$ cat src/rtl/floor_request_arbiter.sv
// Floor request arbiter: sync/debounce buttons, hold pending
// requests and pick the next target floor for the car FSM.
// Optional feature macro: REQ_COUNT_EN adds served_count.

module fra_debounce #(
  parameter int unsigned DB_CYCLES = 4
) (
  input  logic clk,
  input  logic reset,
  input  logic raw_i,
  output logic level_o
);

  localparam logic [7:0] LAST = 8'(DB_CYCLES - 1);

  logic       s1_q;
  logic       s2_q;
  logic       db_q;
  logic       db_d;
  logic [7:0] cnt_q;
  logic [7:0] cnt_d;

  // count consecutive differing samples; any match clears
  always_comb begin
    db_d  = db_q;
    cnt_d = 8'd0;
    if (s2_q != db_q) begin
      if (cnt_q == LAST) begin
        db_d  = ~db_q;
        cnt_d = 8'd0;
      end else begin
        cnt_d = cnt_q + 8'd1;
      end
    end
  end

  // two-flop synchroniser and debounce state
  always_ff @(posedge clk) begin
    if (reset) begin
      s1_q  <= 1'b0;
      s2_q  <= 1'b0;
      db_q  <= 1'b0;
      cnt_q <= 8'd0;
    end else begin
      s1_q  <= raw_i;
      s2_q  <= s1_q;
      db_q  <= db_d;
      cnt_q <= cnt_d;
    end
  end

  assign level_o = db_q;

endmodule

module floor_request_arbiter #(
  parameter int unsigned DB_CYCLES = 4
) (
  input  logic       clk,
  input  logic       reset,
  input  logic       btn_g,
  input  logic       btn_f,
  input  logic       btn_s,
  input  logic       btn_emerg,
  input  logic [1:0] cur_floor,
  input  logic       arrived,
  output logic       g_f,
  output logic       f_f,
  output logic       s_f,
  output logic       emerg_in,
`ifdef REQ_COUNT_EN
  output logic [7:0] served_count,
`endif
  output logic [2:0] pending
);

  typedef enum logic [1:0] {
    IDLE  = 2'd0,
    UP    = 2'd1,
    DOWN  = 2'd2,
    EMERG = 2'd3
  } state_t;

  state_t     state_q;
  state_t     state_d;
  logic [2:0] db_lvl;
  logic [2:0] db_prev_q;
  logic       emg_lvl;
  logic [2:0] pend_q;
  logic [2:0] pend_d;
  logic [2:0] tgt_q;
  logic [2:0] tgt_d;
  logic       emg_q;
  logic [1:0] floor;
  logic [2:0] cur_oh;
  logic [2:0] above;
  logic [2:0] below;
  logic [2:0] up_set;
  logic [2:0] dn_set;
  logic [2:0] rise;
  logic [2:0] set_req;

  fra_debounce #(.DB_CYCLES(DB_CYCLES)) u_db_g (
    .clk    (clk),
    .reset  (reset),
    .raw_i  (btn_g),
    .level_o(db_lvl[0])
  );

  fra_debounce #(.DB_CYCLES(DB_CYCLES)) u_db_f (
    .clk    (clk),
    .reset  (reset),
    .raw_i  (btn_f),
    .level_o(db_lvl[1])
  );

  fra_debounce #(.DB_CYCLES(DB_CYCLES)) u_db_s (
    .clk    (clk),
    .reset  (reset),
    .raw_i  (btn_s),
    .level_o(db_lvl[2])
  );

  fra_debounce #(.DB_CYCLES(DB_CYCLES)) u_db_e (
    .clk    (clk),
    .reset  (reset),
    .raw_i  (btn_emerg),
    .level_o(emg_lvl)
  );

  // position decode; illegal floor 3 behaves as ground
  always_comb begin
    floor = (cur_floor == 2'd3) ? 2'd0 : cur_floor;
    unique case (floor)
      2'd1: begin
        cur_oh = 3'b010;
        above  = 3'b100;
        below  = 3'b001;
      end
      2'd2: begin
        cur_oh = 3'b100;
        above  = 3'b000;
        below  = 3'b011;
      end
      default: begin
        cur_oh = 3'b001;
        above  = 3'b110;
        below  = 3'b000;
      end
    endcase
    up_set = pend_q & above;
    dn_set = pend_q & below;
  end

  // request bitmap: set on press, arrival clear wins
  always_comb begin
    rise    = db_lvl & ~db_prev_q;
    set_req = rise;
    if (state_q == IDLE)
      set_req = set_req & ~cur_oh;
    pend_d = pend_q | set_req;
    if (arrived)
      pend_d = pend_d & ~cur_oh;
    if (emg_lvl || state_q == EMERG)
      pend_d = 3'b000;
  end

  // direction selection, up preferred when both exist
  always_comb begin
    state_d = state_q;
    if (emg_lvl) begin
      state_d = EMERG;
    end else begin
      unique case (state_q)
        EMERG: state_d = IDLE;
        DOWN: begin
          if (|dn_set)      state_d = DOWN;
          else if (|up_set) state_d = UP;
          else              state_d = IDLE;
        end
        default: begin
          if (|up_set)      state_d = UP;
          else if (|dn_set) state_d = DOWN;
          else              state_d = IDLE;
        end
      endcase
    end
  end

  // nearest pending floor in the chosen direction
  always_comb begin
    tgt_d = 3'b000;
    unique case (state_d)
      UP: begin
        if (up_set[0])      tgt_d = 3'b001;
        else if (up_set[1]) tgt_d = 3'b010;
        else if (up_set[2]) tgt_d = 3'b100;
      end
      DOWN: begin
        if (dn_set[2])      tgt_d = 3'b100;
        else if (dn_set[1]) tgt_d = 3'b010;
        else if (dn_set[0]) tgt_d = 3'b001;
      end
      default: tgt_d = 3'b000;
    endcase
  end

  // state, requests and registered outputs
  always_ff @(posedge clk) begin
    if (reset) begin
      state_q   <= IDLE;
      pend_q    <= 3'b000;
      tgt_q     <= 3'b000;
      db_prev_q <= 3'b000;
      emg_q     <= 1'b0;
    end else begin
      state_q   <= state_d;
      pend_q    <= pend_d;
      tgt_q     <= tgt_d;
      db_prev_q <= db_lvl;
      emg_q     <= emg_lvl;
    end
  end

`ifdef REQ_COUNT_EN
  logic [7:0] cnt_q;

  // saturating count of arrivals that retire a request
  always_ff @(posedge clk) begin
    if (reset)
      cnt_q <= 8'd0;
    else if (arrived && |(pend_q & cur_oh) && cnt_q != 8'd255)
      cnt_q <= cnt_q + 8'd1;
  end

  assign served_count = cnt_q;
`endif

  assign g_f      = tgt_q[0];
  assign f_f      = tgt_q[1];
  assign s_f      = tgt_q[2];
  assign pending  = pend_q;
  assign emerg_in = emg_q;

endmodule
$ cat config.mk
export PLATFORM = sky130hd
export DESIGN_NAME = floor_request_arbiter
export DESIGN_NICKNAME = d
export VERILOG_FILES = /design/src/rtl/floor_request_arbiter.sv
export SDC_FILE = /design/constraint.sdc
export NUM_CORES = 1
export LEC_CHECK = 0
export ABC_AREA = 1
export BUFFER_PORTS_ARGS = -buffer_cell sky130_fd_sc_hd__buf_4
export CORE_MARGIN = 4
export CORE_UTILIZATION = 40
export CTS_CLUSTER_SIZE = 14
export DETAILED_ROUTE_END_ITERATION = 16
export SLEW_MARGIN = 25
export SYNTH_ARGS = -nofsm -noshare
export SYNTH_HDL_FRONTEND = slang
export SYNTH_HIERARCHICAL = 1
export SYNTH_SLANG_ARGS = --single-unit
$ cat constraint.sdc
create_clock -name clk -period 3.2 [get_ports clk]
set_input_delay 0.48 -clock clk [delete_from_list [all_inputs] [get_ports clk]]
set_output_delay 0.48 -clock clk [all_outputs]
set_load 0.01 [all_outputs]
* Word level (Yosys, flattened, before mapping)
Cells that the tools add are included.
** Storage, ports and cells
- Word-level logic and storage cells :: 88
- Output and inout bits :: 7
- Flip-flop bits (word level) :: 56
- Bits of input ports :: 9
** Cells by class
- Eq/ne operators :: 15
- Bitwise logic cells :: 16
- Add/subtract/negate cells :: 4
- Reductions and logical operators :: 13
- Mux-type cells :: 19
** Operator list (count)
- adder 8 x 1 -> 8 bit (second input constant) :: 4
- equality test 8 x 2 -> 1 bit (second input constant) :: 4
- two-way mux 3 bit :: 6
- one-hot mux 3 bit (2 select lines) :: 3
- OR reduction 3 bit :: 6
- AND 3 bit :: 5
- two-way mux 2 bit :: 6
- equality test 2 bit (second input constant) :: 5
- inverter 1 bit :: 8
- one-hot mux 2 bit (2 select lines) :: 2
- AND reduction 2 bit :: 4
- inverter 3 bit :: 2
- equality test 2 x 1 -> 1 bit (second input constant) :: 2
- inequality test 1 bit :: 4
- OR 3 bit :: 1
- logical NOT 2 bit :: 1
- two-way mux 1 bit :: 2
- OR reduction 2 bit :: 1
- logical OR 1 bit :: 1

* Longest topological paths before layout
Gate-level depths: netlist of run 1.
- Word-level depth :: 12
- Gate-level depth with buffers :: 13
- Gate-level depth less buffers :: 13

* Hierarchy
The synthesis of run 1 kept the hierarchy.
** By module, submodules not included
- fra_debounce :: sequential area each 220.2 um^2, area an instance 553.0 um^2, cells each 80, times used 4
- floor_request_arbiter :: sequential area each 240.2 um^2, area an instance 619.3 um^2, cells each 84, times used 1

* Least setup slack after synthesis of run 1
OpenSTA, ideal clock, no wires.
- Path type :: input port to flip-flop
- From :: input port cur_floor[0]
- To :: register tgt_q[0]
- Path buffers :: 0
- Cell stages on the path :: 13
- Required time :: 3.128 ns
- Arrival time :: 1.819 ns
- Slack :: 1.309 ns
- Setup time :: 0.072 ns
- Cell sequence :: inv_1 -> ha_1 -> inv_1 -> nand2_2 -> nand2_1 -> nand2_1 -> nand2_2 -> nand2_2 -> inv_2 -> ha_1 -> nor2_4 -> nand2_1 -> nor3b_2
** On the way
- Word-level cells in the longest chain between the ends :: 12
- Elaborated cells between the ends (all ways) :: 24
- Classes of those cells :: eq/ne (5); mux (15); bitwise (2); reduce/logical (2)
** Ends and longest elaborated chain
- from (decl) :: RTL line 65 : input logic [1:0] cur_floor,
- equality test 2 bit :: RTL line 133 : floor = (cur_floor == 2'd3) ? 2'd0 : cur_floor;
- two-way mux 2 bit * :: RTL line 133
- equality test 2 bit / equality test 2 x 1 -> 1 bit (equally long branches) :: RTL line 134 : unique case (floor)
- one-hot mux 3 bit (2 select lines) :: RTL line 134
- AND 3 bit :: RTL line 151 : up_set = pend_q & above;
- OR reduction 3 bit :: RTL line 178, 182
- two-way mux 1 bit :: RTL line 178 : else if (|up_set) state_d = UP;
- two-way mux 2 bit :: RTL line 177 : if (|dn_set) state_d = DOWN;
- one-hot mux 2 bit (2 select lines) * :: RTL line 174 : unique case (state_q)
- two-way mux 2 bit * :: RTL line 171 : if (emg_lvl) begin
- named net state_d[0] :: RTL line 85 : state_t state_d;
- equality test 2 bit / equality test 2 x 1 -> 1 bit (equally long branches) :: RTL line 193 : unique case (state_d)
- one-hot mux 3 bit (2 select lines) * :: RTL line 193
- to (signal assigned) :: RTL line 219 : tgt_q <= tgt_d;
- to (decl) :: RTL line 91 : logic [2:0] tgt_q;
Mark *: on every way through the listed nets, which the timed path passes. The rest lies on a longest branch.
A chain may end at the register's enable or synchronous reset.

* Worst setup path in the final report of run 1
- From :: input port cur_floor[0]
- To :: register tgt_q[1]
Same word-level chain as after synthesis.

==> results of run 1 <==
[flip-flops by register name, summed over array words and instances, names as in the netlist, 2 cells and up]
name and cells:
u_db_f/cnt_q 8, tgt_q 3, u_db_g/cnt_q 8, state_q 2, pending 3, u_db_e/cnt_q 8
u_db_s/cnt_q 8, db_prev_q 3
[stage by stage]
| step | hold WS [ns] | util | instances | total power [W] |
|---|---|---|---|---|
| floorplan | 0.388 | - | 404 | 0.000746 |
| global placement | 0.391 | 0.448 | 514 | 0.000761 |
| detailed placement | 0.394 | 0.448 | 514 | 0.000761 |
| CTS | 0.354 | 0.464 | 522 | 0.00123 |
| global route | 0.362 | 0.464 | 522 | 0.00126 |
| finish | 0.366 | 0.464 | 522 | 0.00121 |
[routing by layer]
layer  up-vias  global-route usage  routed length (um)
met5         -                   0                   0
met4         0              0.0446                  69
met3         6              0.0271                 159
met2        28               0.176                1960
met1       988               0.161                2420
li1       1263                   -                   -
[critical path, delay by kind of cell]
kind / cells / cell delay (ns)
AOI/OAI and AO/OA: 1 / 0.15
buffers and inverters: 4 / 0.22
adders and majority gates: 2 / 0.62
and+or+nand+nor: 7 / 0.56
[final cells by class]
| class | count | area share |
|---|---|---|
| Multi-Input combinational cell | 263 | 0.438 |
| Sequential cell | 56 | 0.354 |
| Inverter | 84 | 0.0994 |
| Tap cell | 96 | 0.0379 |
| Timing Repair Buffer | 15 | 0.0355 |
| Clock buffer | 5 | 0.0217 |
| Clock inverter | 3 | 0.0134 |
[cell families (layout without fill, tap and decap cells)]
group / count (synthesis) / after routing / synth area share
simple gates: 219 / 219 / 0.363
fa+ha+maj: 9 / 9 / 0.0398
flops: 56 / 56 / 0.396
buf+inv: 85 / 107 / 0.113
compound gates: 35 / 35 / 0.0884
[cell usage in the layout (no fill, tap or decap)]
master,Yosys,layout
sky130_fd_sc_hd__inv_1,70,70
sky130_fd_sc_hd__nor2_2,24,24
sky130_fd_sc_hd__nand2_4,4,4
sky130_fd_sc_hd__o21ai_1,3,3
sky130_fd_sc_hd__nand2_1,83,83
sky130_fd_sc_hd__o21ai_0,9,9
sky130_fd_sc_hd__nand4_1,5,5
sky130_fd_sc_hd__a21oi_1,3,3
sky130_fd_sc_hd__buf_4,0,15
sky130_fd_sc_hd__ha_1,9,9
sky130_fd_sc_hd__dfxtp_1,56,56
sky130_fd_sc_hd__nand2_2,13,13
sky130_fd_sc_hd__clkinvlp_4,0,1
sky130_fd_sc_hd__nand3_1,32,32
sky130_fd_sc_hd__a21oi_2,20,20
sky130_fd_sc_hd__clkbuf_8,0,5
sky130_fd_sc_hd__bufinv_16,0,1
sky130_fd_sc_hd__nor3b_1,1,1
sky130_fd_sc_hd__or2_1,4,4
sky130_fd_sc_hd__nor2_1,51,51
sky130_fd_sc_hd__inv_2,14,14
sky130_fd_sc_hd__nor2_4,1,1
sky130_fd_sc_hd__clkinv_2,0,1
sky130_fd_sc_hd__nor3b_2,1,1
[worst max-delay path by stage]
stage          depth (start not counted)       end         start  slack, ns
2_1_floorplan                         13  tgt_q[0]  cur_floor[0]       1.31
5_1_grt                               14  tgt_q[1]  cur_floor[0]       1.25
3_3_place_gp                          14  tgt_q[2]  cur_floor[0]       1.10
6_report                              14  tgt_q[1]  cur_floor[0]       1.41
4_1_cts                               14  tgt_q[1]  cur_floor[0]       1.42
3_5_place_dp                          14  tgt_q[1]  cur_floor[0]       1.10
[where the power goes]
group / switching [W] / leakage [nW] / internal [W]
logic: 0.0000233 / 0.879 / 0.0000151
registers: 0.00000309 / 0.453 / 0.000703
clock network: 0.000231 / 0.0541 / 0.000232
total: 0.000257 / 1.39 / 0.000950
==> summary.md, run 1 <==
| Metric | Value |
|---|---|
| Outcome | `completed` |
| Register area share after synthesis | `0.396` |
| Data required time at the worst endpoint | `3.44 ns` |
| Initial DRC count | `67` |
| Peak per-stage delay on the critical path | `between 0.3 and 0.4 ns` |
| Vias in the first global route | `between 1500 and 2000` |
| Leakage power | `1.39 nW` |
| Vias after detailed routing | `about 2300` |
| Class of the most critical hold timing path | `in -> reg` |
| Max Fanout on Critical Path | `3` |
| Count of buffers added by post-CTS timing repair for setup | `0` |
| Max Buffers Root-to-Sink | `2` |
| Number of vias per cell after detailed routing | `between 4 and 5` |
| FMAX | `~560 MHz` |
| Number of enable-type register cells in the synthesized netlist | `0` |
| Initial Utilization | `0.414` |
| Cell at the slowest stage of the critical path | `sky130_fd_sc_hd__ha_1` |
| Nets in the synthesized netlist | `about 420` |
| Number of storage elements in the synthesis netlist | `56` |
| Average size of a mapped cell | `7.01 sq um` |
| TritonCTS clock tree | `built` |
| Diode insertion count for antenna repair | `0` |
| Clock transition time at the flip-flop clock pins of the worst setup and hold paths | `0.10 ns` |
| Largest net degree at the start of global routing | `21` |
| Post-Route Setup TNS | `0 ns` |
| Primary FF master, synth | `sky130_fd_sc_hd__dfxtp_1` |
| Number of warnings printed during yosys synthesis | `6` |
| Sinks on Clock Net | `56` |
| Final critical-path share of the clock period | `0.558` |
| Worst-case headroom to the max-slew limit | `0.840` |
| Placeable core region | `0.00683 sq mm` |
| Global Route Usage Sum | `0.117` |
| Critical path launch point type | `input pin` |
| Count of maximum capacitance violations | `0` |
| Cell variety after synth | `20` |
| Level count of the clock H-tree | `2` |
| IO Pins | `16` |
| Clock latency reported for the late side of the worst-skew pair | `roughly 0.31 ns` |
| Worst Setup Slack, final | `1.41 ns` |
| Min-Delay Startpoint | `btn_emerg` |
| Placer congestion estimate | `around 0.83` |
| WL final | `4.60 mm` |
| Die footprint | `0.00849 sq mm` |
| Initial antenna violation count | `0` |
| Final number of hold-violating endpoints | `0` |
| Post-placement setup slack | `roughly 1.1 ns` |
| Leading area contributor after synthesis | `sky130_fd_sc_hd__dfxtp_1` |
| Die width | `92.1 um` |
| Clock skew | `0.00661 ns` |
| Worst-case register-to-register setup slack | `around 1.6 ns` |
| HPWL reported at the end of detailed placement | `3.55 mm` |
| Finish-stage setup viols | `0` |
| Critical path class | `in -> reg` |
| Remaining antenna violation count | `0` |
| Placement-stage cell area | `0.00306 sq mm` |
| End point of the most critical hold path | `u_db_e/s1_q` |
| Post-layout min period | `1.79 ns` |
| Cell chain of the critical path | `buf_4 > inv_1 > ha_1 > inv_1 > nand2_2 > nand2_1 > nand2_1 > nand2_2 > nand2_2 > inv_2 > ha_1 > nor2_4 > nand2_1 > o21ai_0` |
| Number of detailed-route iterations in the first pass | `4` |
| Proportion of synthesized flip-flops having asynchronous set or reset | `0` |
| Launch point of the worst reg-to-reg path | `pending[1]` |
| Max-slew violation count | `0` |
| Cell with the most instances after synthesis | `sky130_fd_sc_hd__nand2_1` |
| Cell types with the highest counts after synthesis | `sky130_fd_sc_hd__nand2_1 (83), sky130_fd_sc_hd__inv_1 (70), sky130_fd_sc_hd__dfxtp_1 (56)` |
| Cell depth of the worst min-delay path | `3` |
| CTS root buf | `sky130_fd_sc_hd__clkbuf_8` |
| Combined area of the multi-input logic cells | `0.00139 sq mm` |
| Setup repair after global routing missed its margin | `false` |
| PwrDens | `381 mW/mm^2` |
| R2R cell count | `9` |
| Inserted Clock Buffers | `5` |
| Number of buffers inserted by hold repair at cts | `0` |
| DR WL/cell | `8.81 um` |
| Worst Setup End Kind | `register` |
| Post-cts resize count | `0` |
| Y dimension of the die | `around 92 um` |
| Wire length of the first global-routing pass | `8.21 mm` |
| Grt ovf | `0` |
| Port Buffer Count | `15` |
| Maximum resistive drop on vdd | `0.171 mV` |
| FILL cells | `699` |
| DRC violation count after routing | `0` |
| Number of cells produced by synthesis | `404` |
| Post-synth top area share | `0.396` |
| Proportion of layout cells with a drive suffix above 1 | `0.235` |
| Area occupied by registers | `0.00112 sq mm` |
| Post-route standard cell area excluding fillers | `approximately 0.0032 sq mm` |
| Relative area change from synthesis to final layout | `12.0%` |
| Biggest area contributors in the synthesized netlist | `sky130_fd_sc_hd__dfxtp_1 (40%), sky130_fd_sc_hd__nand2_1 (11%), sky130_fd_sc_hd__inv_1 (9.3%)` |
| Count of standard-cell rows | `30` |
| Synthesized area | `0.00283 sq mm` |
| FF-to-FF End | `tgt_q[1]` |
| Net total in the final layout | `443` |
| Worst Tran Pin Value | `0.237 ns` |
| Data arrival, critical path | `2.03 ns` |
(Power assumes the default switching activity.)
==> inputs of run 2 (changes only) <==
==> constraint.sdc (replaced) <==
create_clock -name clk -period 1.5 [get_ports clk]
set_input_delay 0.225 -clock clk [delete_from_list [all_inputs] [get_ports clk]]
set_output_delay 0.225 -clock clk [all_outputs]
set_load 0.01 [all_outputs]
==> run 2 against run 1 <==
Sequential cell count is the same. Design area grew 3.9%. Highest routed layer unchanged. Power grew 95%. Critical path type is now reg -> reg.
==> summary.md, run 2 (synthesized netlist as in run 1, its figures left out) <==
| Metric | Value |
|---|---|
| Global Route Usage Sum | `0.126 (+0.00979)` |
| Grt ovf | `0 (unchanged)` |
| Net total in the final layout | `457 (+3.2%)` |
| IO Pins | `16 (unchanged)` |
| Placer congestion estimate | `0.821 (-0.92%)` |
| Die footprint | `0.00849 sq mm (unchanged)` |
| Max Fanout on Critical Path | `4 (+1)` |
| Port Buffer Count | `15 (unchanged)` |
| Cell repeated most along the worst path | `sky130_fd_sc_hd__nand2_2` |
| Min-Delay Startpoint | `btn_f` |
| Proportion of layout cells with a drive suffix above 1 | `0.287 (+0.0523)` |
| Outcome | `completed` |
| Critical path class | `reg -> reg` |
| Commonest non-fill, non-tap cells in the layout | `sky130_fd_sc_hd__nand2_1 (79), sky130_fd_sc_hd__inv_1 (67), sky130_fd_sc_hd__dfxtp_1 (52), sky130_fd_sc_hd__nor2_1 (51), sky130_fd_sc_hd__nand3_1 (32)` |
| Setup repair after global routing missed its margin | `true` |
| Finish-stage setup viols | `0 (unchanged)` |
| DRC violation count after routing | `0 (unchanged)` |
| Leakage power | `1.44 nW (+4.1%)` |
| Commonest non-fill, non-tap cell in the layout | `sky130_fd_sc_hd__nand2_1` |
| Initial Utilization | `0.414 (unchanged)` |
| Initial DRC count | `84 (+25%)` |
| Number of vias per cell after detailed routing | `4.31 (-1.6%)` |
| Die width | `92.1 um (unchanged)` |
| Critical path launch point type | `register` |
| Level count of the clock H-tree | `2 (unchanged)` |
| Worst-case register-to-register setup slack | `0.12 ns (-1.45 ns)` |
| Data required time at the worst endpoint | `1.73 ns (-1.71 ns)` |
| Cell at the slowest stage of the critical path | `sky130_fd_sc_hd__dfxtp_4` |
| Peak per-stage delay on the critical path | `0.38 ns (+0.07 ns)` |
| Largest net degree at the start of global routing | `21 (unchanged)` |
| Worst Setup Slack, final | `0.120 ns (-1.29 ns)` |
| Clock transition time at the flip-flop clock pins of the worst setup and hold paths | `0.09 ns (about the same)` |
| Final critical-path share of the clock period | `0.920` |
| Number of detailed-route iterations in the first pass | `4 (unchanged)` |
| Number of placed instances with taps included | `527 (+2.5%)` |
| Post-placement setup slack | `-0.228 ns (-1.33 ns)` |
| End point of the most critical hold path | `u_db_f/s1_q` |
| Worst Tran Pin Value | `0.243 ns (+0.00577 ns)` |
| Diode insertion count for antenna repair | `0 (unchanged)` |
| Max-slew violation count | `0 (unchanged)` |
| Count of non-filler cells in the finished layout | `535 (+2.5%)` |
| Count of maximum capacitance violations | `0 (unchanged)` |
| Relative area change from synthesis to final layout | `16.3%` |
| Worst Setup End Kind | `register` |
| Max Buffers Root-to-Sink | `2 (unchanged)` |
| Count of standard-cell rows | `30 (unchanged)` |
| HPWL reported at the end of detailed placement | `3.93 mm (+11%)` |
| Y dimension of the die | `92.1 um (unchanged)` |
| Worst hold slack across all endpoints | `0.132 ns (-0.234 ns)` |
| Launch point of the worst reg-to-reg path | `pending[1]` |
| Class of the most critical hold timing path | `in -> reg` |
| Data arrival, critical path | `1.61 ns (-0.42 ns)` |
| WL final | `4.95 mm (+7.5%)` |
| Post-layout min period | `1.38 ns` |
| Inserted Clock Buffers | `5 (unchanged)` |
| Wire length of the first global-routing pass | `8.87 mm (+8.0%)` |
| Worst-case headroom to the max-slew limit | `0.838 (-0.00218)` |
| Worst Path Buf+Inv | `1 (-3)` |
| Placeable core region | `0.00683 sq mm (unchanged)` |
| Initial antenna violation count | `0 (unchanged)` |
| Remaining antenna violation count | `0 (unchanged)` |
| Cell class contributing the biggest share of worst-path delay | `simple AND/OR/NAND/NOR gates` |
| Vias after detailed routing | `2304 (+0.83%)` |
| Maximum resistive drop on vdd | `0.411 mV (+140%)` |
| Vias in the first global route | `2141 (+10%)` |
| CTS root buf | `sky130_fd_sc_hd__clkbuf_8` |
| Cell depth of the worst min-delay path | `3 (unchanged)` |
| Final Core Density | `0.482 (+0.0181)` |
| FF-to-FF End | `tgt_q[2]` |
| TritonCTS clock tree | `built` |
| Clock latency reported for the late side of the worst-skew pair | `0.29 ns (-0.02 ns)` |
| FMAX | `about 720 MHz` |
| Clock skew | `0.00876 ns (+0.00215 ns)` |
| DR WL/cell | `9.25 um (+4.9%)` |
| Final number of hold-violating endpoints | `0 (unchanged)` |
| PwrDens | `715 mW/mm^2 (+88%)` |
| Post-Route Setup TNS | `0 ns (unchanged)` |
| Cell chain of the critical path | `nand2_2 > a21oi_2 > nand2_2 > nand2_2 > inv_2 > ha_4 > nor2_4 > nand2_1 > nor3b_2` |
| Number of buffers inserted by hold repair at cts | `0 (unchanged)` |
| Sinks on Clock Net | `56 (unchanged)` |
| R2R cell count | `9 (unchanged)` |
run 2: worst max path at each step:
stage	startpoint	slack, ns	depth (start not counted)	to
after floorplan	cur_floor[0]	0.0008	13	tgt_q[2]
after global placement	cur_floor[0]	-0.18	14	tgt_q[2]
after detailed placement	cur_floor[0]	-0.23	14	tgt_q[2]
after CTS	pending[1]	0.02	8	tgt_q[2]
after global routing	pending[1]	-0.00007	9	tgt_q[2]
final	pending[1]	0.12	9	tgt_q[2]
run 2: routing by layer:
layer	track usage	up-vias	wire (um)
met3	0.0279	2	106
li1	-	1293	-
met1	0.158	994	2390
met5	0	-	0
met4	0.0334	0	28
met2	0.218	15	2420
run 2: through the flow:
stage / cell area [sq um] / power (W)
after floorplan: 2870 / 0.00160
after global placement: 3190 / 0.00164
after detailed placement: 3190 / 0.00164
after CTS: 3270 / 0.00242
after global routing: 3290 / 0.00249
final: 3290 / 0.00236
run 2: cell type report:
cell class / instances / area [sq um]
Inverter: 84 / 320
Fill cell: 706 / 3540
Clock inverter: 1 / 5.00
Sequential cell: 56 / 1130
Timing Repair Buffer: 29 / 218
Multi-Input combinational cell: 263 / 1430
Tap cell: 96 / 120
Clock buffer: 6 / 72.6
run 2: timing repair:
item                       4_1_cts  5_1_grt
cloned                           0        0
pin swaps                        0        3
setup buffers                    0        1
gates resized for setup          1        8
setup endpoints to repair        2        3
run 2: report_power, final:
group	leakage [nW]	internal [W]	switching, W
combinational	0.946	0.0000414	0.0000577
sequential	0.455	0.00150	0.00000659
clock	0.0410	0.000319	0.000436
total	1.44	0.00186	0.000500
run 2: worst min-delay path, stage by stage:
cell and delay (ns):
sky130_fd_sc_hd__buf_4 0.07, sky130_fd_sc_hd__inv_1 0.03, sky130_fd_sc_hd__nor2_1 0.06
==> inputs of run 3 (changes only) <==
--- a/config.mk
+++ b/config.mk
@@ -11,6 +11,7 @@
 export CORE_UTILIZATION = 40
 export CTS_CLUSTER_SIZE = 14
 export DETAILED_ROUTE_END_ITERATION = 16
+export MAX_ROUTING_LAYER = met4
 export SLEW_MARGIN = 25
 export SYNTH_ARGS = -nofsm -noshare
 export SYNTH_HDL_FRONTEND = slang
==> run 3 against run 2 <==
Wire length grew 0.61%. Die area is the same. Power is essentially flat. Count of clock-buffer cells in the layout is the same. Sequential cell count is the same. Via count grew 1.0%. Sequential share of layout area is the same. Largest cell class unchanged. Largest power group unchanged.
==> summary.md, run 3 (synthesized netlist as in run 1, its figures left out) <==
| Metric | Value |
|---|---|
| Outcome | `completed` |
| WL final | `4.98 mm (+0.61%)` |
| DR WL/cell | `9.30 um (+0.61%)` |
| Count of maximum capacitance violations | `0 (unchanged)` |
| Net total in the final layout | `457 (unchanged)` |
| Setup repair after global routing missed its margin | `true` |
| Initial Utilization | `0.414 (unchanged)` |
| Class of the most critical hold timing path | `in -> reg` |
| Initial DRC count | `82 (-2.4%)` |
| Count of standard-cell rows | `30 (unchanged)` |
| Worst Path Buf+Inv | `1 (unchanged)` |
| Maximum resistive drop on vdd | `0.411 mV (+0.11%)` |
| TritonCTS clock tree | `built` |
| Remaining antenna violation count | `0 (unchanged)` |
| Grt ovf | `0 (unchanged)` |
| Level count of the clock H-tree | `2 (unchanged)` |
| Initial antenna violation count | `0 (unchanged)` |
| Wire length of the first global-routing pass | `8.87 mm (unchanged)` |
| Placeable core region | `0.00683 sq mm (unchanged)` |
| Number of detailed-route iterations in the first pass | `4 (unchanged)` |
| Max Fanout on Critical Path | `4 (unchanged)` |
| Y dimension of the die | `92.1 um (unchanged)` |
| Metal2 WL | `2.43 mm (+0.54%)` |
| Max-slew violation count | `0 (unchanged)` |
| Relative area change from synthesis to final layout | `16.3% (unchanged)` |
| Worst Tran Pin Value | `0.243 ns (+0.000184 ns)` |
| CTS root buf | `sky130_fd_sc_hd__clkbuf_8` |
| DRC violation count after routing | `0 (unchanged)` |
| Number of buffers inserted by hold repair at cts | `0 (unchanged)` |
| Proportion of layout cells with a drive suffix above 1 | `0.287 (unchanged)` |
| Combined area of the multi-input logic cells | `0.00143 sq mm (unchanged)` |
| Placer congestion estimate | `0.834 (+1.5%)` |
| Port Buffer Count | `15 (unchanged)` |
| Number of placed instances with taps included | `527 (unchanged)` |
| Commonest non-fill, non-tap cell in the layout | `sky130_fd_sc_hd__nand2_1` |
| Highest layer used for signal routing | `met4` |
| Final number of hold-violating endpoints | `0 (unchanged)` |
| FMAX | `725 MHz (about the same)` |
| PwrDens | `716 mW/mm^2 (about the same)` |
| Vias after detailed routing | `2327 (+1.0%)` |
| Peak per-stage delay on the critical path | `0.38 ns (about the same)` |
| Number of vias per cell after detailed routing | `4.35 (+1.0%)` |
| Final critical-path share of the clock period | `0.919 (about the same)` |
| Data required time at the worst endpoint | `1.73 ns (about the same)` |
| Die footprint | `0.00849 sq mm (unchanged)` |
| Leakage power | `1.44 nW (unchanged)` |
| Data arrival, critical path | `1.61 ns (about the same)` |
| Commonest non-fill, non-tap cells in the layout | `sky130_fd_sc_hd__nand2_1 (79), sky130_fd_sc_hd__inv_1 (67), sky130_fd_sc_hd__dfxtp_1 (52), sky130_fd_sc_hd__nor2_1 (51), sky130_fd_sc_hd__nand3_1 (32)` |
| Cell chain of the critical path | `nand2_2 > a21oi_2 > nand2_2 > nand2_2 > inv_2 > ha_4 > nor2_4 > nand2_1 > nor3b_2` |
| Clock latency reported for the late side of the worst-skew pair | `0.29 ns (about the same)` |
| Cell class contributing the biggest share of worst-path delay | `simple AND/OR/NAND/NOR gates` |
| Sinks on Clock Net | `56 (unchanged)` |
| Cell repeated most along the worst path | `sky130_fd_sc_hd__nand2_2` |
| Clock skew | `0.00860 ns (-0.000163 ns)` |
| Sum of met3 wire segment lengths after detailed routing | `119 um (+12%)` |
| Die width | `92.1 um (unchanged)` |
| Cell at the slowest stage of the critical path | `sky130_fd_sc_hd__dfxtp_4` |
| HPWL reported at the end of detailed placement | `3.93 mm (unchanged)` |
| Total power | `0.00236 W (about the same)` |
| Critical path launch point type | `register` |
| Largest net degree at the start of global routing | `21 (unchanged)` |
| FILL cells | `706 (unchanged)` |
| Area occupied by registers | `0.00113 sq mm (unchanged)` |
| Global Route Usage Sum | `0.130 (+0.00348)` |
| Max Buffers Root-to-Sink | `2 (unchanged)` |
| Met1 Routed Length | `2.40 mm (+0.29%)` |
| Clock transition time at the flip-flop clock pins of the worst setup and hold paths | `0.09 ns (about the same)` |
| Vias in the first global route | `2141 (unchanged)` |
| IO Pins | `16 (unchanged)` |
| Critical path class | `reg -> reg` |
| Finish-stage setup viols | `0 (unchanged)` |
| Diode insertion count for antenna repair | `0 (unchanged)` |
| Inserted Clock Buffers | `5 (unchanged)` |
| Post-layout min period | `1.38 ns (-0.000762 ns)` |
| Worst-case headroom to the max-slew limit | `0.838 (about the same)` |
| Count of non-filler cells in the finished layout | `535 (unchanged)` |
| Worst Setup End Kind | `register` |
[run 3: cell counts in the layout (fill, tap and decap cells not counted)]
Identical to the previous run, type by type.
[run 3: final timing paths]
check | start | end | slack [ns] | cells after the start
max reg2reg | pending[1] | tgt_q[2] | 0.12 | 9
max | pending[1] | tgt_q[2] | 0.12 | 9
min reg2reg | u_db_g/s1_q | u_db_g/s2_q | 0.40 | 2
min | btn_f | u_db_f/s1_q | 0.13 | 3
[run 3: through the flow]
| stage | utilization | area (sq um) | hold slack, ns | setup WS [ns] | TNS [ns] |
|---|---|---|---|---|---|
| after detailed placement | 0.467 | 3190 | 0.393 | -0.228 | -0.603 |
| after global placement | 0.467 | 3190 | 0.389 | -0.177 | -0.430 |
| after floorplan | - | 2870 | 0.296 | 0.000842 | 0 |
| final | 0.482 | 3290 | 0.132 | 0.121 | 0 |
| after global routing | 0.482 | 3290 | 0.120 | -0.0000666 | -0.0000666 |
| after CTS | 0.479 | 3270 | 0.119 | 0.0166 | 0 |
[run 3: where the power goes]
part / switching [W] / internal, W / total (W)
Combinational: 0.0000578 / 0.0000413 / 0.0000991
Clock: 0.000436 / 0.000319 / 0.000755
Sequential: 0.00000660 / 0.00150 / 0.00150
[run 3: repair_timing]
action,4_1_cts,5_1_grt
pin swaps,0,3
buffers inserted,0,1
gates resized for setup,1,8
setup endpoints to repair,2,3
[run 3: worst register-to-register path, delay by kind of cell, from the launching register on]
kind	cells	cell delay [ns]
flip-flops	1	0.38
adder cells (fa/ha/maj)	1	0.21
buffers and inverters	1	0.05
AND/OR/NAND/NOR	6	0.54
AO/OA/AOI/OAI	1	0.14
[run 3: final cells by class]
class | instances | area share
Tap cell | 96 | 0.0365
Clock inverter | 1 | 0.00152
Timing Repair Buffer | 29 | 0.0661
Clock buffer | 6 | 0.0220
Multi-Input combinational cell | 263 | 0.434
Sequential cell | 56 | 0.343
Inverter | 84 | 0.0972
[run 3: routing by layer]
metal / vias up / track usage
met4: 0 / 0.0334
met5: - / -
met2: 27 / 0.218
met3: 4 / 0.0271
li1: 1293 / -
met1: 1003 / 0.159
